===== src/rtl/io_responder.sv =====
// Peripheral end of the CPU memory/IO path: LED register, debounced switch readback,
// and a multiplexed 8-digit seven-segment display (LEDs on digits 0-3, switches on 4-7).
module io_responder #(
    parameter int SCAN_DIV  = 100000,
    parameter int DB_CYCLES = 500000
) (
    input  logic        clk,
    input  logic        rst_n,
    input  logic        led_ctrl,
    input  logic        switch_ctrl,
    input  logic [15:0] io_wdata,
    output logic [15:0] io_rdata,
    input  logic [15:0] switch_in,
    output logic [15:0] led_out,
    output logic [7:0]  seg_an,
    output logic [7:0]  seg_out
);
    localparam int SCAN_W = $clog2(SCAN_DIV);
    localparam int DB_W   = $clog2(DB_CYCLES);
    localparam logic [SCAN_W-1:0] SCAN_LAST = SCAN_W'(SCAN_DIV - 1);
    localparam logic [DB_W-1:0]   DB_LAST   = DB_W'(DB_CYCLES - 1);

    logic [15:0]       led_q, led_d;
    logic [15:0]       sync1_q, sync1_d;
    logic [15:0]       sync2_q, sync2_d;
    logic [15:0]       cand_q, cand_d;
    logic [15:0]       sw_stable_q, sw_stable_d;
    logic [DB_W-1:0]   db_cnt_q, db_cnt_d;
    logic [SCAN_W-1:0] scan_cnt_q, scan_cnt_d;
    logic [2:0]        digit_q, digit_d;

    // Strobes are single-cycle selects with no handshake: the CPU holds the
    // access for one cycle and both strobes may be serviced in the same cycle.
    always_comb begin
        led_d       = led_q;
        sync1_d     = switch_in;
        sync2_d     = sync1_q;
        cand_d      = cand_q;
        sw_stable_d = sw_stable_q;
        db_cnt_d    = db_cnt_q;
        scan_cnt_d  = scan_cnt_q;
        digit_d     = digit_q;

        if (led_ctrl) begin
            led_d = io_wdata;
        end

        // Whole-vector debounce; the counter saturates once the candidate is accepted.
        if (sync2_q != cand_q) begin
            cand_d   = sync2_q;
            db_cnt_d = '0;
        end else if (db_cnt_q < DB_LAST) begin
            db_cnt_d = db_cnt_q + DB_W'(1);
        end else begin
            sw_stable_d = cand_q;
        end

        if (scan_cnt_q == SCAN_LAST) begin
            scan_cnt_d = '0;
            digit_d    = digit_q + 3'd1;
        end else begin
            scan_cnt_d = scan_cnt_q + SCAN_W'(1);
        end
    end

    always_ff @(posedge clk) begin
        if (!rst_n) begin
            led_q       <= '0;
            sync1_q     <= '0;
            sync2_q     <= '0;
            cand_q      <= '0;
            sw_stable_q <= '0;
            db_cnt_q    <= '0;
            scan_cnt_q  <= '0;
            digit_q     <= '0;
        end else begin
            led_q       <= led_d;
            sync1_q     <= sync1_d;
            sync2_q     <= sync2_d;
            cand_q      <= cand_d;
            sw_stable_q <= sw_stable_d;
            db_cnt_q    <= db_cnt_d;
            scan_cnt_q  <= scan_cnt_d;
            digit_q     <= digit_d;
        end
    end

    assign led_out  = led_q;
    assign io_rdata = switch_ctrl ? sw_stable_q : 16'h0000;
    assign seg_an   = ~(8'b0000_0001 << digit_q);

    logic [15:0] disp_word;
    logic [3:0]  nibble;

    always_comb begin
        disp_word = digit_q[2] ? sw_stable_q : led_q;
        nibble    = 4'(disp_word >> {digit_q[1:0], 2'b00});
        case (nibble)
            4'h0:    seg_out = 8'hC0;
            4'h1:    seg_out = 8'hF9;
            4'h2:    seg_out = 8'hA4;
            4'h3:    seg_out = 8'hB0;
            4'h4:    seg_out = 8'h99;
            4'h5:    seg_out = 8'h92;
            4'h6:    seg_out = 8'h82;
            4'h7:    seg_out = 8'hF8;
            4'h8:    seg_out = 8'h80;
            4'h9:    seg_out = 8'h90;
            4'hA:    seg_out = 8'h88;
            4'hB:    seg_out = 8'h83;
            4'hC:    seg_out = 8'hC6;
            4'hD:    seg_out = 8'hA1;
            4'hE:    seg_out = 8'h86;
            default: seg_out = 8'h8E;
        endcase
    end
endmodule


===== config.mk =====
export PLATFORM = sky130hd
export DESIGN_NAME = io_responder
export DESIGN_NICKNAME = d
export VERILOG_FILES = /design/src/rtl/io_responder.sv
export SDC_FILE = /design/constraint.sdc
export NUM_CORES = 1
export LEC_CHECK = 0
export CAP_MARGIN = 20
export CORE_MARGIN = 8
export CORE_UTILIZATION = 40
export CTS_CLUSTER_SIZE = 14
export DETAILED_ROUTE_END_ITERATION = 8
export PLACE_DENSITY = 0.63
export REMOVE_ABC_BUFFERS = 1
export SLEW_MARGIN = 25
export SYNTH_ARGS = -nofsm -noshare
export SYNTH_HDL_FRONTEND = slang
export SYNTH_SLANG_ARGS = --single-unit

===== constraint.sdc =====
create_clock -name clk -period 2.9 [get_ports clk]
set_clock_uncertainty 0.15 [all_clocks]
set_input_delay 0.29 -clock clk [delete_from_list [all_inputs] [get_ports clk]]
set_output_delay 0.29 -clock clk [all_outputs]
set_load 0.01 [all_outputs]

==> Word level (Yosys, flattened, before mapping) <==
Memory sizes are Yosys's and may differ from the RTL's.
Cells that the tools add are included.
{ "classes": {"n_addsub": 3, "magnitude_cmp": 1, "eq_ne": 2, "shifts": 2, "n_mux": 2, "bitwise_logic": 4, "reduce_logical": 3} }
{ "ops": {"columns": ["operator", "count"], "rows": [
  ["$mux 16", 2],
  ["$add 19x1->19 const B", 1],
  ["$lt 19x19->1 const B", 1],
  ["$add 17x1->17 const B", 1],
  ["$eq 17x17->1 const B", 1],
  ["$ne 16x16->1", 1],
  ["$shr 16x4->4", 1],
  ["$not 8->8", 1],
  ["$shl 1x3->8 const A", 1],
  ["$reduce_or 2->1", 2],
  ["$add 3x1->3 const B", 1],
  ["$not 1->1", 3],
  ["$reduce_and 2->1", 1]
]} }
{ "word_totals": {"ff_bits": 119, "mem_bits_ro": 112, "word_cells": 26, "n_memories": 1} }
{ "mem_list": {"columns": ["memory", "words", "word_bits", "read_ports", "rd_clocked_by_memory_dff", "write_ports", "line", "rtl"], "rows": [
  ["(name not given)", 16, 7, 1, 0, 0, "98", "case (nibble)"]
]} }

==> Depth between registers and ports, before layout <==
{ "logic_depth": {"word_depth": 3, "mapped_depth": 9} }

==> Worst setup path after synthesis <==
OpenSTA, ideal clock, no wires.
{ "synth_timing": {"path_type": "register to output", "startpoint": "reg digit_q[0]", "endpoint": "out seg_out[5]", "t_arrival_ns": 2.093, "required_time_ns": 2.460, "slack_ns": 0.367, "path_stages_with_launch": 9, "path_buffers": 1, "cell_sequence": "dfxtp_1 buf_6 mux4_1 mux2i_1 inv_1 ha_1 nand2b_1 a21boi_0 o21ai_0"} }
{ "synth_via": {"elab_chain_cells": 2} }
{ "synth_lines": {"columns": ["item", "line", "rtl"], "rows": [
  ["start, declared", "30", "logic [2:0] digit_q, digit_d;"],
  ["start signal, assigned", "84", "digit_q <= digit_d;"],
  ["$shr 16x4->4", "97", "nibble = 4'(disp_word >> {digit_q[1:0], 2'b00});"],
  ["$mem_v2 16x7", null, null],
  ["end, declared", "16", "output logic [7:0] seg_out"]
]} }
No other way between the ends.

==> Worst setup path in the final report <==
{ "layout_timing": {"startpoint": "reg digit_q[0]", "endpoint": "out seg_out[0]"} }
The elaborated chain is that of the path after synthesis.

==> impl_metrics.ini <==
[status]
status = finished clean

[logic_synthesis]
syn-cell-area_mm2 = 0.005194
synth-seq-area-share = 0.4587
ys_warn_count = 0
synth_most_common_cell = dfxtp_1
yosys.area.top_type = dfxtp_1
yosys.area.top_type_share = 0.4587
avgSynthCellArea_um2 = 9.495
synth_cell_type_count = 55
synth_ff_type = dfxtp_1
ys_top_cells_by_count = dfxtp_1, and2_1, nor2_1, a21oi_1, nand3_1
synthTopCellsByArea = dfxtp_1, and2_1, mux2i_1
synth_cells = 547
synth_edf_count = 0
synth-async-reset-ratio = 0
synth_seq_cells = 119

[worst_hold_path]
holdPathEnd = sync2_q[12]$_SDFF_PN0_
worstHoldPathType = reg -> reg
holdCritStartpoint = sync1_q[12]$_SDFF_PN0_
min_path_cells = 1

[sta]
setup_violations = 0
period_share = 0.9914
relSlewSlack = 0.5713
hold_violations = 0
setup_ws_ns = 0.02498
max_clock_freq_ghz = 0.3478
whs_ns = 0.2775
final.min_clock_period_ns = 2.875
grt_setup_unrepaired = yes
slew_viol_final = 0
worst_pin_slew_ns = 0.6421

[clocking]
htree_levels = 4
clkSinkCount = 119
cts_buffer_depth = 2
cts-root-buf = clkbuf_16
cts_tree = done
cts_hold_buf = 0
path_clk_slew_ns = 0.05
cts_buffers = 17
clk_latency_ns = 0.41

[placed_design]
dp_slack_ns = -0.05006
gp_congestion = 0.8093
io_buffers = 82
dp.cells = 787
hpwlAfterDp_um = 8958

[global_route]
antenna_found_initial = 0
grt_start_max_net_pins = 38
gr-total-overflow = 0
grt_usage = 0.1556
grt_pass1_vias = 4069
grt_pass1_wl_um = 20640

[power]
combPwrFrac = 0.068
power_density_mw_per_mm2 = 591.5
ir_worst_vdd_uv = 406.4
swShare = 0.2083
clock_power_share = 0.515
seqPwrFrac = 0.417
switching_power_uw = 853.5
leakagePower_uw = 0.002685
cell_internal_pwr_uw = 3243

[routing]
wl_per_cell_um = 15.17
drc = 0
drtIter0Drc = 239
vias_per_cell = 5.006
vias = 4155
drtPass1Iterations = 4
route.final.wire_length_um = 12590
ant_nets = 0

[final_layout]
final_cells = 830
area_delta_synth_final_pct = 33.34
fillers = 1147
final_nets = 695
multi_input_area_mm2 = 0.002678
drive_gt1_frac = 0.1459
diodes = 0
final_core_util = 0.5466
regArea_mm2 = 0.002387

[setup_path]
worst_ep_required_time_ns = 2.46
ff2ff_setup_slack_ns = 0.73
crit_path_end_kind = output port
r2r_cells = 5
reg2reg_from = cand_q[11]$_SDFFE_PN0P_
arrival_ns = 2.44
crit_type = reg -> out
cp_max_fo = 7
cp-start-kind = register
r2r-end = sw_stable_q[1]$_SDFFE_PN0P_

[floorplan]
core-area_mm2 = 0.01267
start_util = 0.4099
die_area_mm2 = 0.01689
dieWidth_um = 130.0
io_pins = 84
die_h_um = 130.0
num_rows = 41

[flow_run]
drv_cap = 0
through the flow:
step	total power [uW]	instance area [um^2]	TNS (ns)
detailed placement	2000	6177	-0.07315
global placement	1992	6177	0
global route	4255	6925	-0.1137
finish	4097	6925	0
CTS	4126	6844	-0.001042
floorplan	1851	5044	0
power groups by stage:
stage	clock network, uW	logic (uW)	registers [uW]
after floorplan	0	110	1740
after global placement	0	248	1740
after detailed placement	0	255	1740
after CTS	2160	261	1710
after global routing	2240	304	1710
final	2110	278	1710
final cells by class:
class / instances / area share
Tap cell: 172 / 0.03107
Clock buffer: 23 / 0.06902
Multi-Input combinational cell: 387 / 0.3866
Sequential cell: 119 / 0.3447
Inverter: 14 / 0.007949
Clock inverter: 8 / 0.01752
Timing Repair Buffer: 107 / 0.1431
what timing repair did:
| item | 4_1_cts | 5_1_grt |
|---|---|---|
| cloned | 0 | 0 |
| pin swaps | 1 | 2 |
| gates resized for setup | 42 | 15 |
| setup buffers | 9 | 3 |
| endpoints found under the setup margin | 7 | 7 |
worst max-delay path, stage by stage, from the launching register on:
cell	delay [ns]
dfxtp_4	0.37
buf_8	0.13
mux4_2	0.51
mux2_4	0.32
buf_6	0.15
and2_4	0.15
a22oi_2	0.17
o31ai_2	0.09
buf_2	0.15
cells in the final DEF (no fill, tap or decap), types with 4 or more instances in the layout:
cell type        instances
dfxtp_1                117
clkdlybuf4s50_1         75
and2_1                  64
nor2_1                  52
a21oi_1                 32
nand3_1                 30
nand2_1                 25
o21ai_0                 25
xor2_1                  24
buf_4                   23
mux2i_1                 21
clkbuf_16               17
inv_1                   11
xnor2_1                 11
or3_1                    9
ha_1                     9
and4_1                   8
nand4_1                  7
mux4_2                   6
o31ai_1                  5
and3_1                   5
nor4_1                   4
or4_1                    4
buf_2                    4
cells by family (layout without fill, tap and decap cells):
logic type	count (synthesis)	after routing	share of synthesized area
buffers and inverters	41	152	0.03903
adder cells (fa/ha/maj)	13	13	0.03132
multiplexers	31	31	0.08094
AND/OR/NAND/NOR	223	223	0.2322
flip-flops	119	119	0.4587
other	1	1	0.0007220
AO/OA/AOI/OAI	84	84	0.09805
XOR/XNOR	35	35	0.05902
registers in the layout, indices dropped and copies added, names as in the netlist:
| register | flops |
|---|---|
| db_cnt_q | 19 |
| scan_cnt_q | 17 |
| cand_q | 16 |
| led_out | 16 |
| sw_stable_q | 16 |
| sync1_q | 16 |
| sync2_q | 16 |
| digit_q | 3 |
worst max path at each step:
stage | start | end | slack (ns)
floorplan | digit_q[0]$_SDFFE_PN0N_ | seg_out[5] | 0.26
global placement | digit_q[0]$_SDFFE_PN0N_ | seg_out[3] | 0.11
detailed placement | digit_q[0]$_SDFFE_PN0N_ | seg_out[3] | -0.05
CTS | digit_q[0]$_SDFFE_PN0N_ | seg_out[0] | -0.001
global route | digit_q[0]$_SDFFE_PN0N_ | seg_out[0] | -0.06
finish | digit_q[0]$_SDFFE_PN0N_ | seg_out[0] | 0.02
per-layer routing:
| layer | track usage | routed length [um] |
|---|---|---|
| met5 | 0 | 0 |
| met1 | 0.1993 | 6045 |
| met3 | 0.05059 | 720 |
| met2 | 0.2389 | 5585 |
| met4 | 0.05874 | 243 |
Power figures use the tool's default switching activity.
